`config.mk`:
```
export PLATFORM = sky130hd
export DESIGN_NAME = pwm_ramp_ctrl
export DESIGN_NICKNAME = d
export VERILOG_FILES = /design/src/rtl/pwm_ctrl_pkg.sv /design/src/rtl/tick_divider.sv /design/src/rtl/pwm_ramp_ctrl.sv
export SDC_FILE = /design/constraint.sdc
export NUM_CORES = 1
export LEC_CHECK = 0
export CORE_AREA = 2 2 84 54
export DETAILED_ROUTE_END_ITERATION = 10
export DIE_AREA = 0 0 86 56
export DONT_BUFFER_PORTS = 1
export GPL_TIMING_DRIVEN = 0
export PLACE_DENSITY = 0.66
export REMOVE_ABC_BUFFERS = 1
export SYNTH_ARGS = -nofsm -noshare
export SYNTH_HDL_FRONTEND = slang
export SYNTH_SLANG_ARGS = --single-unit
```
`constraint.sdc`:
```
create_clock -name clk -period 4.49 [get_ports clk]
set_input_delay 0.2245 -clock clk [delete_from_list [all_inputs] [get_ports clk]]
set_output_delay 0.2245 -clock clk [all_outputs]
set_load 0.005 [all_outputs]
```
`src/rtl/pwm_ctrl_pkg.sv`:
```
// pwm_ctrl_pkg: shared types and helpers for the PWM ramp controller.
//   ctrl_state_t : controller FSM states
//   DUTY_W       : duty-cycle width
//   step_toward  : move cur toward tgt by step, clamped so it never passes tgt
package pwm_ctrl_pkg;

  localparam int DUTY_W = 8;

  typedef enum logic [1:0] {IDLE, RAMP, BRAKE, DEAD} ctrl_state_t;

  // The arithmetic is one bit wider than the duty value so that both
  // overflow above 255 and underflow below 0 are visible. In either case the
  // result is clamped to tgt.
  function automatic logic [DUTY_W-1:0] step_toward(input logic [DUTY_W-1:0] cur,
                                                    input logic [DUTY_W-1:0] tgt,
                                                    input logic [DUTY_W-1:0] step);
    logic [DUTY_W:0] s;
    s           = '0;
    step_toward = cur;
    if (cur < tgt) begin
      s           = {1'b0, cur} + {1'b0, step};
      step_toward = (s > {1'b0, tgt}) ? tgt : s[DUTY_W-1:0];
    end else if (cur > tgt) begin
      s           = {1'b0, cur} - {1'b0, step};
      step_toward = (s[DUTY_W] || (s < {1'b0, tgt})) ? tgt : s[DUTY_W-1:0];
    end
  endfunction

endpackage

```
`src/rtl/tick_divider.sv`:
```
// tick_divider: modulo-N counter of tick_i pulses.
//   clk_i  : clock
//   rst_i  : async active-high reset
//   clr_i  : synchronous clear; takes priority over tick_i
//   tick_i : count enable pulse
//   tc_o   : terminal count, high on a tick_i that arrives while the count is N-1
module tick_divider #(
  parameter int N = 4
) (
  input  logic clk_i,
  input  logic rst_i,
  input  logic clr_i,
  input  logic tick_i,
  output logic tc_o
);

  localparam int            CW   = (N > 1) ? $clog2(N) : 1;
  localparam logic [CW-1:0] LAST = CW'(N - 1);

  logic [CW-1:0] cnt_q, cnt_d;

  always_comb begin
    cnt_d = cnt_q;
    if (clr_i)       cnt_d = '0;
    else if (tick_i) cnt_d = (cnt_q == LAST) ? '0 : cnt_q + 1'b1;
  end

  always_ff @(posedge clk_i or posedge rst_i) begin
    if (rst_i) cnt_q <= '0;
    else       cnt_q <= cnt_d;
  end

  assign tc_o = tick_i && (cnt_q == LAST);

endmodule

```
`src/rtl/pwm_ramp_ctrl.sv`:
```
// pwm_ramp_ctrl: slews the PWM duty cycle toward a commanded target in fixed
// steps aligned to PWM periods. A direction reversal first brakes to zero,
// then holds the PWM disabled for a dead-time, then flips the direction.
//   clk         : clock
//   clr         : async active-high reset
//   enable      : run enable; low forces an immediate stop
//   period_tick : one-cycle pulse at each PWM period start
//   tgt_valid   : command valid; tgt_duty/tgt_dir are latched when it is high
//   tgt_ready   : always high outside reset
//   duty_cycle  : registered duty to the PWM
//   dir         : registered motor direction
//   pwm_en      : registered PWM enable
//   busy        : registered, high while the state is not IDLE
module pwm_ramp_ctrl
  import pwm_ctrl_pkg::*;
#(
  parameter int STEP         = 8,
  parameter int RAMP_DIV     = 4,
  parameter int DEAD_PERIODS = 2
) (
  input  logic              clk,
  input  logic              clr,
  input  logic              enable,
  input  logic              period_tick,
  input  logic              tgt_valid,
  input  logic [DUTY_W-1:0] tgt_duty,
  input  logic              tgt_dir,
  output logic              tgt_ready,
  output logic [DUTY_W-1:0] duty_cycle,
  output logic              dir,
  output logic              pwm_en,
  output logic              busy
);

  localparam logic [DUTY_W-1:0] STEP_V = DUTY_W'(STEP);

  ctrl_state_t       state_q, state_d;
  logic [DUTY_W-1:0] duty_q, duty_d;
  logic [DUTY_W-1:0] t_duty_q, t_duty_d;
  logic              dir_q, dir_d;
  logic              t_dir_q, t_dir_d;
  logic              busy_q, pwm_en_q;
  logic              div_clr, dead_clr, step_tc, dead_tc;

  // The ramp divider qualifies duty steps. The dead divider counts the
  // reversal dead-time and is held at zero outside DEAD, so the tick that
  // finishes BRAKE is never counted toward the dead-time.
  tick_divider #(.N(RAMP_DIV)) u_ramp_div (
    .clk_i (clk), .rst_i (clr), .clr_i (div_clr), .tick_i (period_tick), .tc_o (step_tc)
  );

  tick_divider #(.N(DEAD_PERIODS)) u_dead_div (
    .clk_i (clk), .rst_i (clr), .clr_i (dead_clr), .tick_i (period_tick), .tc_o (dead_tc)
  );

  always_comb begin
    state_d  = state_q;
    duty_d   = duty_q;
    dir_d    = dir_q;
    t_duty_d = t_duty_q;
    t_dir_d  = t_dir_q;

    // Commands are accepted even while stopped. The FSM below reads only the
    // registered target, so a command that coincides with a step cannot
    // affect that step.
    if (tgt_valid) begin
      t_duty_d = tgt_duty;
      t_dir_d  = tgt_dir;
    end

    if (!enable) begin
      state_d = IDLE;
      duty_d  = '0;
    end else begin
      unique case (state_q)
        IDLE: begin
          if (t_dir_q != dir_q)        state_d = (duty_q != '0) ? BRAKE : DEAD;
          else if (duty_q != t_duty_q) state_d = RAMP;
        end
        RAMP: begin
          // A reversal pending mid-ramp starts braking at once. A step that is
          // due on this cycle already moves toward zero.
          if (t_dir_q != dir_q) begin
            state_d = BRAKE;
            if (step_tc) duty_d = step_toward(duty_q, '0, STEP_V);
          end else if (duty_q == t_duty_q) begin
            state_d = IDLE;
          end else if (step_tc) begin
            duty_d = step_toward(duty_q, t_duty_q, STEP_V);
          end
        end
        BRAKE: begin
          if (duty_q == '0)  state_d = DEAD;
          else if (step_tc)  duty_d  = step_toward(duty_q, '0, STEP_V);
        end
        DEAD: begin
          // The dead-time always runs to completion. If the target direction
          // has returned to the old direction, dir simply reloads that value.
          if (dead_tc) begin
            dir_d   = t_dir_q;
            state_d = (t_duty_q == '0) ? IDLE : RAMP;
          end
        end
        default: state_d = IDLE;
      endcase
    end

    div_clr  = !enable || (((state_q == IDLE) || (state_q == DEAD)) && (state_d != state_q));
    dead_clr = !enable || (state_q != DEAD);
  end

  always_ff @(posedge clk or posedge clr) begin
    if (clr) begin
      state_q  <= IDLE;
      duty_q   <= '0;
      dir_q    <= 1'b0;
      t_duty_q <= '0;
      t_dir_q  <= 1'b0;
      busy_q   <= 1'b0;
      pwm_en_q <= 1'b0;
    end else begin
      state_q  <= state_d;
      duty_q   <= duty_d;
      dir_q    <= dir_d;
      t_duty_q <= t_duty_d;
      t_dir_q  <= t_dir_d;
      busy_q   <= (state_d != IDLE);
      pwm_en_q <= enable && (state_d != DEAD);
    end
  end

  assign tgt_ready  = !clr;
  assign duty_cycle = duty_q;
  assign dir        = dir_q;
  assign pwm_en     = pwm_en_q;
  assign busy       = busy_q;

endmodule
```
==> flow_summary_export.csv <==
group,metric,value,unit
routing,drt_wl_total,4860,µm
clock_network,clkSinkCount,25,
yosys,synth_edf_count,0,
yosys,syn_inst,242,
setup_path,crit_path_max_fanout,10,
setup_path,r2r_cells,10,
timing,setup_viol_count_final,0,
power,combPwrFrac,39.1,%
floorplanning,start_util,53.3,%
timing,slew_violations,0,
clock_network,postCtsSetupBuffers,0,
timing,post-route-period-util,72.0,%
yosys,syn_area_per_cell,8.78,µm²
floorplanning,die_x,86,µm
global_route,first_global_vias,1560,
placed_design,place_ws,1.29,ns
setup_path,arrival,3.40,ns
clock_network,cts_tree,"yes",
yosys,post-synth-top-area-cell,"dfrtp_1",
timing,worst_pin_slew,1.02,ns
clock_network,ctsHoldBuffers,0,
timing,relSlewSlack,32.2,%
timing,fin_skew,0.00400,ns
routing,wl_met2,1820,µm
routing,top_layer,"met4",
power,power_density,324,nW/µm²
clock_network,path_clk_slew,0.10,ns
power,p_int,433,µW
timing,grt_setup_unrepaired,"no",
final_layout,area_growth,3.06,%
clock_network,clock_path_buffers,2,
placed_design,gp_congestion,0.917,
yosys,yosysSeqAreaShare,29.4,%
clock_network,htreeDepth,1,
clock_network,cts_root_buf,"clkbuf_8",
global_route,grt_max_degree,27,
power,p_clk_share,20.4,%
global_route,antenna_found_initial,0,
yosys,synth_top_area_share,29.4,%
yosys,synth_area_leaders,"dfrtp_1 29%, ha_1 14%, nand2_1 5.3%",
setup_path,critical_path.startpoint,"duty_cycle[3]$_DFFE_PP0P_",
timing,period_needed,3.23,ns
job,maxCapViolations,0,
floorplanning,core_area,3990,µm²
final_layout,diodes,0,
global_route,grt_overflow,0,
power,switching_share,39.0,%
clock_network,numCtsBuffers,3,
yosys,yosysUniqueCellTypes,57,
placed_design,dp_hpwl,3820,µm
final_layout,final.fill_count,371,
timing,max_freq,0.309,GHz
routing,num_vias,1773,
yosys,netlist_area,2130,µm²
min_path,hold_path.class,"in2reg",
setup_path,end_kind,"flop",
power,p_leak,1.02,nW
power,seqPwrFrac,40.5,%
yosys,async_reset_ff_share,100,%
run_status,outcome,"finished, final reports clean",
timing,setup_tns,0,ns
floorplanning,ioPinCount,26,
power,p_sw,276,µW
clock_network,clkLatencyLatePin,0.28,ns
routing,wire_per_inst,16.9,µm
timing,hold_viol,0,
power,ir_worst_vdd,0.183,mV
routing,vias_per_cell,6.18,
routing,wl_met1,2610,µm
floorplanning,dieArea,4820,µm²
yosys,synthFlopType,"dfrtp_1",
setup_path,setup.worst_path.end,"duty_cycle[3]$_DFFE_PP0P_",
setup_path,path_class,"reg2reg",
routing,drt-initial-drc-count,194,
setup_path,r2r_slack,1.26,ns
setup_path,worstReg2RegStart,"duty_cycle[3]$_DFFE_PP0P_",
final_layout,final_nets,276,
routing,wl_met3,413,µm
yosys,ys.warnings.count,0,
routing,ant_nets,0,
floorplanning,fp-row-count,18,
floorplanning,dieHeight,56,µm
final_layout,drive_gt1_share,8.44,%
timing,layout_setup_ws,1.26,ns
yosys,synth-seq-cells,25,
routing,first_pass_iters,4,
placed_design,port_buffers,0,
setup_path,reg2reg_to,"duty_cycle[3]$_DFFE_PP0P_",
routing,drc_errors,0,
global_route,grt_pass1_wl,8070,µm
clock_network,cts_resized,0,
setup_path,required,4.66,ns
setup_path,critPathLaunchType,"flop",
global_route,grt_use_total,21.3,%
## worst min path at each step
stage / from / slack (ns) / cells past startpoint / end
2_1_floorplan: clr / 0.27 / 1 / busy$_DFF_PP0_
3_3_place_gp: tgt_valid / 0.32 / 1 / t_duty_q[2]$_DFFE_PP0P_
3_5_place_dp: tgt_valid / 0.33 / 1 / t_duty_q[2]$_DFFE_PP0P_
4_1_cts: tgt_valid / 0.03 / 1 / t_duty_q[2]$_DFFE_PP0P_
5_1_grt: tgt_valid / 0.02 / 1 / t_duty_q[3]$_DFFE_PP0P_
6_report: tgt_valid / 0.03 / 1 / t_duty_q[2]$_DFFE_PP0P_
## worst max-delay path: stages, from the launching register on
cell and delay (ns):
dfrtp_1 0.65, ha_1 0.27, nand3_1 0.10, xnor2_1 0.28
ha_1 0.29, and3_1 0.19, and3_1 0.19, a22o_1 0.26
and3_1 0.23, or3_1 0.37, a32o_1 0.28
## power groups by stage
| stage | logic [mW] | registers [mW] | clock network (mW) |
|---|---|---|---|
| 2_1_floorplan | 0.221 | 0.282 | 0 |
| 3_3_place_gp | 0.273 | 0.291 | 0 |
| 3_5_place_dp | 0.272 | 0.291 | 0 |
| 4_1_cts | 0.273 | 0.287 | 0.148 |
| 5_1_grt | 0.315 | 0.290 | 0.162 |
| 6_report | 0.277 | 0.287 | 0.145 |
## layout make-up
cell class	instances	area [µm²]	area share (%)
clock buffer	3	41.3	1.88
multi-input combinational	188	1380	62.9
tap	50	62.6	2.86
sequential	25	626	28.6
inverter	20	75.1	3.43
clock inverter	1	8.76	0.400
## layout by cell type, fill, tap and decap left out, types with 2 or more instances in the layout
cell type  netlist  final
a21boi_0         2      2
a21o_1           3      3
a21oi_1          8      8
a31oi_1          2      2
a32o_1           3      3
a32oi_1          2      2
and3_1           8      8
clkbuf_8         0      3
dfrtp_1         25     25
ha_1            24     24
inv_1           20     20
mux2_2           3      3
mux2i_1          5      5
nand2_1         30     30
nand2b_1         2      2
nand3_1         10     10
nor2_1          14     14
nor3_1           4      4
nor4_1           2      2
nor4_4           2      2
o21ai_0         19     19
o31a_1           2      2
o32a_1           2      2
or3_1            5      5
xnor2_1          4      4
xor2_1           4      4
## logic make-up after synthesis
group	count (synthesis)	share of synthesized area, %
XOR/XNOR	8	3.30
AO/OA/AOI/OAI	61	21.1
multiplexers	8	3.94
buffers and inverters	29	5.77
AND/OR/NAND/NOR	87	22.4
flip-flops	25	29.4
adder cells (fa/ha/maj)	24	14.1
## metrics by stage
step | utilization [%] | cells | total power [mW] | hold slack, ns | area [µm²]
2_1_floorplan | - | 233 | 0.503 | 0.269 | 2080
3_3_place_gp | 53.7 | 283 | 0.564 | 0.324 | 2140
3_5_place_dp | 53.7 | 283 | 0.563 | 0.329 | 2140
4_1_cts | 55.0 | 287 | 0.708 | 0.0253 | 2190
5_1_grt | 55.0 | 287 | 0.767 | 0.0212 | 2190
6_report | 55.0 | 287 | 0.709 | 0.0293 | 2190
## per-layer routing
metal / GRT usage [%] / up-vias
met2: 27.2 / 67
met5: 0 / -
met3: 4.60 / 2
met4: 2.04 / 0
met1: 36.2 / 822
li1: - / 882
## cells in the mapped netlist, types with 3 or more instances
library cell / n
a21o_1: 3
a21oi_1: 8
a32o_1: 3
and3_1: 8
buf_4: 3
clkbuf_1: 4
dfrtp_1: 25
ha_1: 24
inv_1: 20
mux2_2: 3
mux2i_1: 5
nand2_1: 30
nand3_1: 10
nor2_1: 14
nor3_1: 4
o21ai_0: 19
or3_1: 5
xnor2_1: 4
xor2_1: 4
## sequential cells by signal (all words and copies together), names as in the netlist
signal,count
state_q,2
u_dead_div.cnt_q,1
duty_cycle,8
u_ramp_div.cnt_q,2
busy,1
dir,1
pwm_en,1
t_duty_q,8
t_dir_q,1
Power figures use the tool's default switching activity.
